`config.mk`:
```
export PLATFORM = sky130hd
export DESIGN_NAME = tlb_op_ctrl
export DESIGN_NICKNAME = d
export VERILOG_FILES = /design/src/rtl/tlb_pkg.sv /design/src/rtl/tlb_random_cnt.sv /design/src/rtl/tlb_op_ctrl.sv
export SDC_FILE = /design/constraint.sdc
export NUM_CORES = 1
export LEC_CHECK = 0
export ABC_AREA = 1
export CAP_MARGIN = 5
export CORE_ASPECT_RATIO = 2
export CORE_MARGIN = 10
export CORE_UTILIZATION = 38
export CTS_CLUSTER_SIZE = 8
export DETAILED_ROUTE_END_ITERATION = 6
export PLACE_DENSITY_LB_ADDON = 0.15
export SLEW_MARGIN = 20
export SYNTH_ARGS = -nofsm -noshare
export SYNTH_HDL_FRONTEND = slang
export SYNTH_HIERARCHICAL = 1
export SYNTH_SLANG_ARGS = --single-unit
```
`constraint.sdc`:
```
create_clock -name clk -period 1.4 [get_ports clk]
set_input_delay 0.21 -clock clk [delete_from_list [all_inputs] [get_ports clk]]
set_output_delay 0.21 -clock clk [all_outputs]
set_load 0.05 [all_outputs]
```
`src/rtl/tlb_pkg.sv`:
```
// Shared encodings for the TLB instruction controller: op codes, CP0 register
// numbers, CP0 field positions and FSM states.
package tlb_pkg;

    typedef enum logic [1:0] {
        TLB_OP_P  = 2'd0,
        TLB_OP_R  = 2'd1,
        TLB_OP_WI = 2'd2,
        TLB_OP_WR = 2'd3
    } tlb_op_e;

    typedef enum logic [1:0] {
        ST_IDLE = 2'd0,
        ST_EXEC = 2'd1,
        ST_DONE = 2'd2
    } tlb_state_e;

    localparam logic [4:0] CP0_INDEX    = 5'd0;
    localparam logic [4:0] CP0_RANDOM   = 5'd1;
    localparam logic [4:0] CP0_ENTRYLO0 = 5'd2;
    localparam logic [4:0] CP0_ENTRYLO1 = 5'd3;
    localparam logic [4:0] CP0_ENTRYHI  = 5'd10;

    // EntryLo is held as its low 26 bits; everything above PFN reads as zero.
    localparam int LO_W       = 26;
    localparam int LO_G       = 0;
    localparam int LO_V       = 1;
    localparam int LO_D       = 2;
    localparam int LO_C_LSB   = 3;
    localparam int LO_C_MSB   = 5;
    localparam int LO_PFN_LSB = 6;
    localparam int LO_PFN_MSB = 25;

    localparam int HI_ASID_MSB = 7;
    localparam int HI_VPN2_LSB = 13;
    localparam int HI_VPN2_MSB = 31;

    localparam int INDEX_P = 31;

endpackage

```
`src/rtl/tlb_random_cnt.sv`:
```
// CP0 Random register: free-running down-counter that wraps from 0 to TLBNUM-1.
module tlb_random_cnt #(
    parameter  int TLBNUM = 16,
    localparam int IW     = $clog2(TLBNUM)
) (
    input  logic          clk,
    input  logic          resetn,
    output logic [IW-1:0] count_o
);

    logic [IW-1:0] count_q;
    logic [IW-1:0] count_d;

    always_comb begin
        count_d = count_q - 1'b1;
        if (count_q == '0) begin
            count_d = IW'(TLBNUM - 1);
        end
    end

    always_ff @(posedge clk or negedge resetn) begin
        if (!resetn) begin
            count_q <= IW'(TLBNUM - 1);
        end else begin
            count_q <= count_d;
        end
    end

    assign count_o = count_q;

endmodule

```
`src/rtl/tlb_op_ctrl.sv`:
```
// CP0-side controller for TLBP/TLBR/TLBWI/TLBWR: owns Index, Random, EntryLo0/1
// and EntryHi, and sequences each op through a single EXEC cycle.
module tlb_op_ctrl
    import tlb_pkg::*;
#(
    parameter  int TLBNUM = 16,
    localparam int IW     = $clog2(TLBNUM)
) (
    input  logic          clk,
    input  logic          resetn,
    input  logic          op_valid,
    input  logic [1:0]    op_type,
    output logic          op_ready,
    output logic          op_done,
    input  logic          mtc0_we,
    input  logic [4:0]    mtc0_addr,
    input  logic [31:0]   mtc0_wdata,
    input  logic [4:0]    mfc0_addr,
    output logic [31:0]   mfc0_rdata,
    output logic [18:0]   s1_vpn2,
    output logic          s1_odd_page,
    output logic [7:0]    s1_asid,
    input  logic          s1_found,
    input  logic [IW-1:0] s1_index,
    output logic          we,
    output logic [IW-1:0] w_index,
    output logic [18:0]   w_vpn2,
    output logic [7:0]    w_asid,
    output logic          w_g,
    output logic [19:0]   w_pfn0,
    output logic [2:0]    w_c0,
    output logic          w_d0,
    output logic          w_v0,
    output logic [19:0]   w_pfn1,
    output logic [2:0]    w_c1,
    output logic          w_d1,
    output logic          w_v1,
    output logic [IW-1:0] r_index,
    input  logic [18:0]   r_vpn2,
    input  logic [7:0]    r_asid,
    input  logic          r_g,
    input  logic [19:0]   r_pfn0,
    input  logic [2:0]    r_c0,
    input  logic          r_d0,
    input  logic          r_v0,
    input  logic [19:0]   r_pfn1,
    input  logic [2:0]    r_c1,
    input  logic          r_d1,
    input  logic          r_v1
);

    tlb_state_e    state_q, state_d;
    tlb_op_e       op_q, op_d;
    logic          index_p_q, index_p_d;
    logic [IW-1:0] index_idx_q, index_idx_d;
    logic [LO_W-1:0] lo0_q, lo0_d;
    logic [LO_W-1:0] lo1_q, lo1_d;
    logic [18:0]   hi_vpn2_q, hi_vpn2_d;
    logic [7:0]    hi_asid_q, hi_asid_d;
    logic [IW-1:0] random_val;
    logic          unused_wdata;

    assign unused_wdata = ^mtc0_wdata[12:8];

    tlb_random_cnt #(.TLBNUM(TLBNUM)) u_random (
        .clk     (clk),
        .resetn  (resetn),
        .count_o (random_val)
    );

    always_ff @(posedge clk or negedge resetn) begin
        if (!resetn) begin
            state_q <= ST_IDLE;
            op_q    <= TLB_OP_P;
        end else begin
            state_q <= state_d;
            op_q    <= op_d;
        end
    end

    // we is decoded from the state register so an async reset drops it at once.
    always_comb begin
        state_d  = state_q;
        op_d     = op_q;
        op_ready = 1'b0;
        op_done  = 1'b0;
        we       = 1'b0;
        case (state_q)
            ST_IDLE: begin
                op_ready = 1'b1;
                if (op_valid) begin
                    op_d    = tlb_op_e'(op_type);
                    state_d = ST_EXEC;
                end
            end
            ST_EXEC: begin
                we      = (op_q == TLB_OP_WI) || (op_q == TLB_OP_WR);
                state_d = ST_DONE;
            end
            ST_DONE: begin
                op_done = 1'b1;
                state_d = ST_IDLE;
            end
            default: state_d = ST_IDLE;
        endcase
    end

    // Software writes apply first; an EXEC-cycle op result overrides them.
    always_comb begin
        index_p_d   = index_p_q;
        index_idx_d = index_idx_q;
        lo0_d       = lo0_q;
        lo1_d       = lo1_q;
        hi_vpn2_d   = hi_vpn2_q;
        hi_asid_d   = hi_asid_q;
        if (mtc0_we) begin
            case (mtc0_addr)
                CP0_INDEX:    index_idx_d = mtc0_wdata[IW-1:0];
                CP0_ENTRYLO0: lo0_d = mtc0_wdata[LO_W-1:0];
                CP0_ENTRYLO1: lo1_d = mtc0_wdata[LO_W-1:0];
                CP0_ENTRYHI: begin
                    hi_vpn2_d = mtc0_wdata[HI_VPN2_MSB:HI_VPN2_LSB];
                    hi_asid_d = mtc0_wdata[HI_ASID_MSB:0];
                end
                default: ;
            endcase
        end
        if (state_q == ST_EXEC) begin
            case (op_q)
                TLB_OP_P: begin
                    if (s1_found) begin
                        index_p_d   = 1'b0;
                        index_idx_d = s1_index;
                    end else begin
                        index_p_d   = 1'b1;
                        index_idx_d = index_idx_q;
                    end
                end
                TLB_OP_R: begin
                    hi_vpn2_d = r_vpn2;
                    hi_asid_d = r_asid;
                    lo0_d     = {r_pfn0, r_c0, r_d0, r_v0, r_g};
                    lo1_d     = {r_pfn1, r_c1, r_d1, r_v1, r_g};
                end
                default: ;
            endcase
        end
    end

    always_ff @(posedge clk or negedge resetn) begin
        if (!resetn) begin
            index_p_q   <= 1'b0;
            index_idx_q <= '0;
            lo0_q       <= '0;
            lo1_q       <= '0;
            hi_vpn2_q   <= '0;
            hi_asid_q   <= '0;
        end else begin
            index_p_q   <= index_p_d;
            index_idx_q <= index_idx_d;
            lo0_q       <= lo0_d;
            lo1_q       <= lo1_d;
            hi_vpn2_q   <= hi_vpn2_d;
            hi_asid_q   <= hi_asid_d;
        end
    end

    always_comb begin
        mfc0_rdata = '0;
        case (mfc0_addr)
            CP0_INDEX: begin
                mfc0_rdata[INDEX_P]  = index_p_q;
                mfc0_rdata[IW-1:0]   = index_idx_q;
            end
            CP0_RANDOM:   mfc0_rdata[IW-1:0] = random_val;
            CP0_ENTRYLO0: mfc0_rdata[LO_W-1:0] = lo0_q;
            CP0_ENTRYLO1: mfc0_rdata[LO_W-1:0] = lo1_q;
            CP0_ENTRYHI: begin
                mfc0_rdata[HI_VPN2_MSB:HI_VPN2_LSB] = hi_vpn2_q;
                mfc0_rdata[HI_ASID_MSB:0]           = hi_asid_q;
            end
            default: ;
        endcase
    end

    assign s1_vpn2     = hi_vpn2_q;
    assign s1_asid     = hi_asid_q;
    assign s1_odd_page = 1'b0;
    assign r_index     = index_idx_q;

    assign w_index = (op_q == TLB_OP_WR) ? random_val : index_idx_q;
    assign w_vpn2  = hi_vpn2_q;
    assign w_asid  = hi_asid_q;
    assign w_g     = lo0_q[LO_G] & lo1_q[LO_G];
    assign w_pfn0  = lo0_q[LO_PFN_MSB:LO_PFN_LSB];
    assign w_c0    = lo0_q[LO_C_MSB:LO_C_LSB];
    assign w_d0    = lo0_q[LO_D];
    assign w_v0    = lo0_q[LO_V];
    assign w_pfn1  = lo1_q[LO_PFN_MSB:LO_PFN_LSB];
    assign w_c1    = lo1_q[LO_C_MSB:LO_C_LSB];
    assign w_d1    = lo1_q[LO_D];
    assign w_v1    = lo1_q[LO_V];

endmodule

```
==> impl_metrics.csv <==
group,metric,value,unit
timing,fin_ws,-0.337,ns
pwr,power.leakage,6.46,nW
drt,ant_nets,0,
global_routing,grt-ovfl-total,0,
global_routing,gr-usage-all-layers,30.2,%
clock_tree,path_clk_slew,0.07,ns
status,status,"finished, violations left",
worst_setup_path,crit_chain,"nand4_1 > o21ai_1 > nor2_1 > nand2_2 > buf_12",
worst_setup_path,critPathArrivalTime,1.53,ns
worst_setup_path,worst-path-max-fanout,2,
timing,min_period,1.74,ns
drt,drt_first_pass_iters,5,
final_layout,drive_gt1_share,47.1,%
floorplan,fp.dieW,108,um
global_routing,grt_pass1_wl,48.5,mm
place,post-place-ws,-0.561,ns
logic_synthesis,synth_ff_type,"dfrtp_1",
logic_synthesis,syn_area,5940,um2
timing,fin_skew,0.00557,ns
floorplan,start_util,38.9,%
place,finalWeightedCongestion,0.906,
floorplan,rows,64,
logic_synthesis,async_flop_share,100,%
logic_synthesis,synth_edf_count,0,
timing,finalSetupViolCount,114,
final_layout,final_core_util,85.7,%
floorplan,io_pins,280,
final_layout,design_area,13100,um2
logic_synthesis,yosys.area.top_type_share,37.1,%
clock_tree,cts_buffers,9,
worst_setup_path,critPathBufInv,1,
logic_synthesis,syn_inst,877,
clock_tree,ctsHtreeMaxLevel,3,
worst_setup_path,endpoint_kind,"output port",
worst_setup_path,critPathKind,"register to output port",
worst_setup_path,critPathRequiredTime,1.19,ns
logic_synthesis,synth.area.top_cells,"dfrtp_1 (37%), nand2_1 (18%), nand3_1 (9.9%)",
logic_synthesis,synth_warnings,6,
pwr,peakVddDrop,1.47,mV
logic_synthesis,yosys_register_bits,92,
logic_synthesis,syn_avg_cell_area,6.78,um2
clock_tree,cts-root-buf,"clkbuf_16",
final_layout,final_nets,1306,
final_layout,area_growth,121,%
pwr,power_density,2140,nW/um2
place,placed_cell_area,10600,um2
drt,wl_per_cell,25.4,um
worst_setup_path,ff2ff_setup_slack,-0.23,ns
timing,period_share,124,%
clock_tree,clock_sinks,92,
logic_synthesis,synth-seq-area-share,38.8,%
worst_hold_path,hold_class,"primary input to async pin",
timing,max_freq,576,MHz
logic_synthesis,synth_area_leader_cell,"dfrtp_1",
timing,hold_violations,0,
drt,vias_per_cell,5.58,
global_routing,antenna_found_initial,7,
global_routing,grt_max_degree,38,
clock_tree,clock_latency,0.35,ns
drt,drt_wl_total,35.2,mm
drt,drtIter0Drc,460,
worst_setup_path,cpPeakStageDelay,0.57,ns
timing,rsz0062_at_grt,"yes",
worst_setup_path,critPathLaunchType,"register",
floorplan,dieArea,21300,um2
clock_tree,cts_tree,"yes",
timing,slew_violations,0,
logic_synthesis,synth_cell_types,29,
worst_setup_path,path_delay_family,"flip-flops",
drt,vias,7720,
worst_setup_path,cpMaxStageDelayCell,"dfstp_2",
job,drv_cap,0,
place,place_hpwl,21.1,mm
place,portBuffers,278,
status,failed_checks,"negative setup slack",
clock_tree,clockBufferDepth,2,
floorplan,core-area,15300,um2
drt,drc,0,
floorplan,die_h,197,um
logic_synthesis,synth_nets,1009,
global_routing,grt_pass1_vias,8092,
-- cell type report --
type | count | area, um2
inverter | 108 | 433
antenna | 7 | 17.5
multi-input combinational | 564 | 3790
timing repair buffer | 398 | 5940
tap | 198 | 248
timing repair inverter | 1 | 20.0
fill | 736 | 2180
clock inverter | 7 | 114
sequential | 92 | 2320
clock buffer | 9 | 225
-- per-stage QoR --
| step | hold WS (ns) | instances | power [mW] | setup TNS [ns] |
|---|---|---|---|---|
| floorplan | -0.0856 | 877 | 14.6 | -1.13 |
| global placement | 0.138 | 1304 | 22.8 | -32.72 |
| detailed placement | 0.141 | 1304 | 23.0 | -34.38 |
| CTS | 0.321 | 1370 | 27.2 | -13.72 |
| global route | 0.337 | 1384 | 29.0 | -24.98 |
| finish | 0.309 | 1384 | 28.1 | -20.55 |
-- cells in the final DEF, fill, tap and decap left out, types with 2 or more instances in the layout --
cell type / n
inv_1: 93
nand3b_1: 12
nand2_1: 193
o21ai_0: 8
diode_2: 7
o21ai_4: 7
buf_12: 177
buf_6: 21
clkbuf_16: 11
nand3_4: 20
buf_4: 52
clkdlybuf4s50_1: 124
clkinv_2: 3
buf_2: 2
nand3_2: 47
nand4_1: 5
inv_2: 10
o21ai_2: 35
nor2_2: 4
buf_8: 5
inv_4: 2
dfrtp_2: 12
nor3_4: 2
nand2_2: 57
o21ai_1: 22
dfrtp_1: 76
nand3_1: 51
inv_6: 3
buf_16: 14
dfstp_2: 4
a21oi_4: 4
nand2_4: 39
nor2_4: 16
bufinv_16: 3
nor2_1: 36
-- synthesized netlist by cell type (5+ instances only) --
library cell,instances
nand3_1,117
o21ai_0,18
o21ai_1,54
nand4_1,5
nand3b_1,12
buf_4,74
dfrtp_1,88
buf_2,20
inv_1,102
clkbuf_1,14
nor2_1,50
nand2_1,288
inv_2,6
-- state kept, by name (all words and copies together) (netlist names) --
signal	cells
r_index	4
s1_asid	8
s1_vpn2	19
lo1_q	26
u_random/count_o	4
index_p_q	1
lo0_q	26
state_q	2
op_q	2
-- worst paths after layout --
kind,startpoint,end,cells after the start
setup / recovery,u_random/count_o[0],mfc0_rdata[0],5
hold / removal,resetn,lo1_q[3],2
setup reg to reg,op_q[1],lo1_q[20],8
hold reg to reg,lo1_q[11],lo1_q[11],2
max in group asynchronous,resetn,s1_vpn2[11],3
min in group clk,r_pfn0[0],lo0_q[6],3
-- cells by family (layout without fill, tap and decap cells) --
group | count (synthesis) | after routing | synth area share [%]
and+or+nand+nor | 484 | 484 | 35.1
adders and majority gates | 1 | 1 | 0.210
xor gates and xnor gates | 1 | 1 | 0.147
other | 1 | 8 | 0.0631
buffers and inverters | 221 | 523 | 19.2
AOI/OAI and AO/OA | 77 | 77 | 6.51
DFF | 92 | 92 | 38.8
-- worst register-to-register path: cells and delay by family (launching register included) --
kind / cells / cell delay [ns]
compound gates: 2 / 0.14
buf+inv: 5 / 0.68
flops: 1 / 0.45
simple gates: 1 / 0.25
-- routing by layer --
metal	wire length, um	track usage, %
met2	19300	54.6
met3	2790	7.45
met5	0	0
met4	2520	21.2
met1	10500	28.5
-- power by group --
part | internal, mW | switching (mW) | leakage (nW)
logic | 8.97 | 10.2 | 5.19
registers | 3.91 | 2.16 | 1.10
clock network | 1.75 | 1.16 | 0.170
total | 14.6 | 13.5 | 6.46
-- repair_timing --
action	CTS	global route
setup buffers	28	16
endpoints found under the setup margin	113	122
pin swaps	87	62
cloned	21	2
hold endpoints to repair	17	0
gates resized for setup	235	157
hold buffers	1	0
No activity file was read; power rests on OpenSTA's default activity.
